[src/rtl/voltage_uart_reporter.sv]
// Converts an AXI4-Stream millivolt reading to "DDDDD\r\n" and sends it as 8N1 UART frames.
// Optional macro LEADING_ZERO_BLANK_EN: leading zero digits (never the units) are sent as spaces.
module voltage_uart_reporter #(
    parameter int unsigned CLK_HZ = 100_000_000,
    parameter int unsigned BAUD   = 115_200
) (
    input  logic        clk,
    input  logic        reset,
    input  logic [31:0] s_axis_tdata,
    input  logic        s_axis_tvalid,
    output logic        s_axis_tready,
    output logic        uart_tx,
    output logic        busy
);
    localparam int unsigned BAUD_DIV = CLK_HZ / BAUD;
    localparam int unsigned BaudW    = $clog2(BAUD_DIV);

    typedef enum logic [1:0] {StIdle, StConvert, StLoad, StSend} state_e;

    state_e             state_q, state_d;
    logic [15:0]        data_q, data_d;
    logic [35:0]        dd_q, dd_d;
    logic [35:0]        dd_adj;
    logic [4:0]         conv_cnt_q, conv_cnt_d;
    logic [2:0]         char_idx_q, char_idx_d;
    logic [BaudW-1:0]   baud_cnt_q, baud_cnt_d;
    logic [3:0]         bit_cnt_q, bit_cnt_d;
    logic [8:0]         shift_q, shift_d;
    logic               tx_q, tx_d;
    logic               tready_q;
    logic               busy_q;
    logic [19:0]        bcd;
    logic [7:0]         char_sel;
    logic               unused_bits;

    assign bcd           = dd_q[35:16];
    assign s_axis_tready = tready_q;
    assign uart_tx       = tx_q;
    assign busy          = busy_q;
    assign unused_bits   = ^{s_axis_tdata[31:16], dd_adj[35]};

    // Add-3 correction on every BCD nibble that is 5 or more, ahead of the shift.
    always_comb begin
        dd_adj = dd_q;
        for (int i = 0; i < 5; i++) begin
            if (dd_q[16+4*i +: 4] >= 4'd5) begin
                dd_adj[16+4*i +: 4] = dd_q[16+4*i +: 4] + 4'd3;
            end
        end
    end

    always_comb begin
        char_sel = 8'h0A;
        case (char_idx_q)
            3'd0:    char_sel = {4'h3, bcd[19:16]};
            3'd1:    char_sel = {4'h3, bcd[15:12]};
            3'd2:    char_sel = {4'h3, bcd[11:8]};
            3'd3:    char_sel = {4'h3, bcd[7:4]};
            3'd4:    char_sel = {4'h3, bcd[3:0]};
            3'd5:    char_sel = 8'h0D;
            default: char_sel = 8'h0A;
        endcase
`ifdef LEADING_ZERO_BLANK_EN
        // A digit is blanked when it and every more significant digit are zero.
        case (char_idx_q)
            3'd0:    if (bcd[19:16] == 4'd0)  char_sel = 8'h20;
            3'd1:    if (bcd[19:12] == 8'd0)  char_sel = 8'h20;
            3'd2:    if (bcd[19:8] == 12'd0)  char_sel = 8'h20;
            3'd3:    if (bcd[19:4] == 16'd0)  char_sel = 8'h20;
            default: ;
        endcase
`endif
    end

    always_comb begin
        state_d    = state_q;
        data_d     = data_q;
        dd_d       = dd_q;
        conv_cnt_d = conv_cnt_q;
        char_idx_d = char_idx_q;
        baud_cnt_d = baud_cnt_q;
        bit_cnt_d  = bit_cnt_q;
        shift_d    = shift_q;
        tx_d       = tx_q;
        case (state_q)
            StIdle: begin
                if (s_axis_tvalid && tready_q) begin
                    data_d     = s_axis_tdata[15:0];
                    conv_cnt_d = 5'd0;
                    char_idx_d = 3'd0;
                    state_d    = StConvert;
                end
            end
            StConvert: begin
                // Step 0 seeds the shift register from the latched reading; steps 1..16 iterate.
                if (conv_cnt_q == 5'd0) begin
                    dd_d = {20'd0, data_q};
                end else begin
                    dd_d = {dd_adj[34:0], 1'b0};
                end
                conv_cnt_d = conv_cnt_q + 5'd1;
                if (conv_cnt_q == 5'd16) begin
                    state_d = StLoad;
                end
            end
            StLoad: begin
                tx_d       = 1'b0;
                shift_d    = {1'b1, char_sel};
                baud_cnt_d = '0;
                bit_cnt_d  = 4'd0;
                state_d    = StSend;
            end
            StSend: begin
                if (baud_cnt_q == BaudW'(BAUD_DIV - 1)) begin
                    baud_cnt_d = '0;
                    if (bit_cnt_q == 4'd9) begin
                        if (char_idx_q == 3'd6) begin
                            state_d = StIdle;
                        end else begin
                            char_idx_d = char_idx_q + 3'd1;
                            state_d    = StLoad;
                        end
                    end else begin
                        tx_d      = shift_q[0];
                        shift_d   = {1'b1, shift_q[8:1]};
                        bit_cnt_d = bit_cnt_q + 4'd1;
                    end
                end else begin
                    baud_cnt_d = baud_cnt_q + 1'b1;
                end
            end
            default: state_d = StIdle;
        endcase
    end

    always_ff @(posedge clk) begin
        if (reset) begin
            state_q    <= StIdle;
            data_q     <= '0;
            dd_q       <= '0;
            conv_cnt_q <= '0;
            char_idx_q <= '0;
            baud_cnt_q <= '0;
            bit_cnt_q  <= '0;
            shift_q    <= '0;
            tx_q       <= 1'b1;
            tready_q   <= 1'b1;
            busy_q     <= 1'b0;
        end else begin
            state_q    <= state_d;
            data_q     <= data_d;
            dd_q       <= dd_d;
            conv_cnt_q <= conv_cnt_d;
            char_idx_q <= char_idx_d;
            baud_cnt_q <= baud_cnt_d;
            bit_cnt_q  <= bit_cnt_d;
            shift_q    <= shift_d;
            tx_q       <= tx_d;
            tready_q   <= (state_d == StIdle);
            busy_q     <= (state_d != StIdle);
        end
    end

endmodule

[config.mk]
export PLATFORM = sky130hd
export DESIGN_NAME = voltage_uart_reporter
export DESIGN_NICKNAME = d
export VERILOG_FILES = /design/src/rtl/voltage_uart_reporter.sv
export SDC_FILE = /design/constraint.sdc
export NUM_CORES = 1
export LEC_CHECK = 0
export CORE_MARGIN = 1.5
export CORE_UTILIZATION = 45
export CTS_CLUSTER_SIZE = 10
export DETAILED_ROUTE_END_ITERATION = 12
export PLACE_DENSITY = 0.69
export SLEW_MARGIN = 20
export SYNTH_ARGS = -nofsm -noshare
export SYNTH_HDL_FRONTEND = slang
export SYNTH_SLANG_ARGS = --single-unit
[constraint.sdc]
create_clock -name clk -period 5.6 [get_ports clk]
set_input_delay 0.56 -clock clk [delete_from_list [all_inputs] [get_ports clk]]
set_output_delay 0.56 -clock clk [all_outputs]
set_load 0.005 [all_outputs]
==> qor.yml <==
synthesis:
  syn_area_um2: 4250
  synth-main-ff-cell: "dfxtp_1"
  synthesis.nets: 571
  yosys_warnings: 0
  synth_edf_count: 0
  yosysSeqAreaShare_pct: 41.5
  synth_cell_types: 48
  synthArstFlopShare_pct: 0
  synth-seq-cells: 88
  synthCells: 516
  synth_area_per_cell_um2: 8.23
setup_path:
  reg2regPathDepth: 6
  r2r-start: "baud_cnt_q[0]$_SDFFE_PP0P_"
  cp.arrival_ns: 2.39
  crit_type: "reg2reg"
  critPathCaptureType: "flip-flop"
  worstPathCellList: "ha_1 > nand4b_1 > o41ai_4 > nand4_1 > xor2_1 > nor2_1"
  cp_slowest_cell: "o41ai_4"
  start_kind: "flip-flop"
  max_stage_delay_ns: 0.66
  worstPathRequired_ns: 5.86
  worst-path-max-fanout: 10
  critPathLaunch: "baud_cnt_q[0]$_SDFFE_PP0P_"
finish:
  fin_nets: 577
  drive_gt1_share_pct: 5.69
  fin_area_um2: 4690
  final_common_cell: "dfxtp_1"
  syn_to_final_growth_pct: 10.5
  utilization_pct: 51.0
  mostFrequentLayoutCells: "dfxtp_1 (88), nand2_1 (70), nor2_1 (62)"
  antenna_cells: 0
worst_hold_path:
  hold_depth: 2
  hp-start: "data_q[6]$_SDFFE_PP0P_"
  worst_hold_path_type: "reg2reg"
route:
  routedWlPerCell_um: 13.8
  ant_nets: 0
  drt-pass1-iter-count: 5
  vias: 3567
  viasPerCell: 5.59
  drcViolationCount: 0
  dr.first_iter.drc_count: 230
  postRouteWirelength_mm: 8.77
cts:
  path_clk_slew_ns: 0.09
  clk_latency_ns: 0.36
  holdBufCountCts: 0
  htreeDepth: 3
  cts_root_buffer: "clkbuf_8"
  clk_path_buf_depth: 2
  cts_made_buffers: 9
  cts_tree: "built"
  clock_sinks: 88
  cts_resized: 0
  post-cts-setup-buffers: 0
grt:
  grt_pass1_wl_mm: 14.9
  antenna_found_initial: 0
  grt_pass1_vias: 3311
  grt_max_degree: 52
  grt-ovfl-total: 0
  grt_use_total_pct: 18.3
placement:
  gp_congestion: 0.879
  port-buffer-count: 21
  hpwl_mm: 5.90
  post-place-ws_ns: 3.41
  placed_cell_area_um2: 4510
floorplanning:
  die_area_um2: 10000
  ioPinCount: 38
  die-height_um: 100
  row_count: 35
  start_util_pct: 46.2
  die_w_um: 100
  coreArea_um2: 9200
pwr:
  p_leak_nw: 1.76
  p_per_area_nw_per_um2: 254
  ir_drop_mv: 0.132
  finalPower_mw: 1.19
status:
  run_status: "finished clean"
sta:
  finClkSkew_ns: 0.00835
  min_period_over_period_pct: 38.1
  timing.fmax_mhz: 469
  fin_crit_ns: 2.13
  slew_viol_final: 0
  hold_violations: 0
  relSlewSlack_pct: 53.2
  setup_tns_ns: 0
  setup_viol: 0
  rsz0062_at_grt: "no"
  tightest_slew_ns: 0.701
  setup_slack_ns: 3.47
flow_run:
  maxCapViolCount: 0
## stage by stage
stage | hold slack (ns) | cells
global route | 0.478 | 638
detailed placement | 0.449 | 622
finish | 0.459 | 638
CTS | 0.462 | 638
floorplan | 0.431 | 516
global placement | 0.441 | 622
## Yosys cell counts (2+ instances only)
cell type  instances  area [um2]
nand2b_1           9        56.3
dfxtp_1           88        1760
o211ai_1           2        15.0
nand3_1           16        80.1
buf_2              3        15.0
a22oi_1           20         150
buf_1              4        15.0
a211oi_1          22         165
o21ai_0           27         135
nor4_1             3        18.8
ha_1              20         250
nand3b_1           3        22.5
nor3_1            10        50.1
or3_1              2        12.5
xnor2_1            5        43.8
a221o_1            2        20.0
a21oi_1           45         225
nor2_1            63         236
nand2_1           70         263
clkbuf_1          23        86.3
mux2i_1           23         230
o221ai_1           2        17.5
inv_1             20        75.1
and3_1             2        12.5
nand4_1            5        31.3
xor2_1             5        43.8
## area by class of cell
class                           instances  area [um2]
Inverter                               20        75.1
Clock inverter                          7        56.3
Clock buffer                            9         124
Timing Repair Buffer                   26         243
Tap cell                              111         139
Fill cell                             869        4500
Sequential cell                        88        1760
Multi-Input combinational cell        377        2290
## where the power goes
part | total, mW | internal, mW | switching, mW
combinational | 0.123 | 0.0495 | 0.0736
clock | 0.407 | 0.167 | 0.240
sequential | 0.663 | 0.649 | 0.0139
total | 1.19 | 0.865 | 0.328
## sequential cells by signal (all words and copies together) (netlist names)
register / cells
state_q: 2
dd_q: 36
shift_q: 9
s_axis_tready: 1
conv_cnt_q: 5
busy: 1
data_q: 16
char_idx_q: 3
bit_cnt_q: 4
uart_tx: 1
baud_cnt_q: 10
## worst max-delay path, delay by kind of cell (launching register included)
kind	cells	cell delay, ns
xor gates and xnor gates	1	0.17
and+or+nand+nor	3	0.55
DFF	1	0.40
adders and majority gates	1	0.25
AOI/OAI and AO/OA	1	0.66
## worst paths after layout
path                                             endpoint  slack (ns)
worst min-delay path               data_q[6]$_SDFFE_PP0P_        0.46
worst max register to register  bit_cnt_q[3]$_SDFFE_PP0P_        3.47
worst max-delay path            bit_cnt_q[3]$_SDFFE_PP0P_        3.47
worst min register to register     data_q[6]$_SDFFE_PP0P_        0.46
## per-layer routing
layer | up-vias | share of wire [%] | global-route usage, %
met2 | 50 | 47 | 30.8
met5 | - | 0 | 0
li1 | 1819 | - | -
met3 | 11 | 2.7 | 3.76
met1 | 1687 | 49 | 23.3
met4 | 0 | 1.5 | 6.07
## cells by family after synthesis
family	synth area share (%)
XOR/XNOR	2.06
flip-flops	41.5
buffers and inverters	4.77
AND/OR/NAND/NOR	20.7
AO/OA/AOI/OAI	19.6
multiplexers	5.42
adder cells (fa/ha/maj)	5.89
No activity file was read; power rests on OpenSTA's default activity.
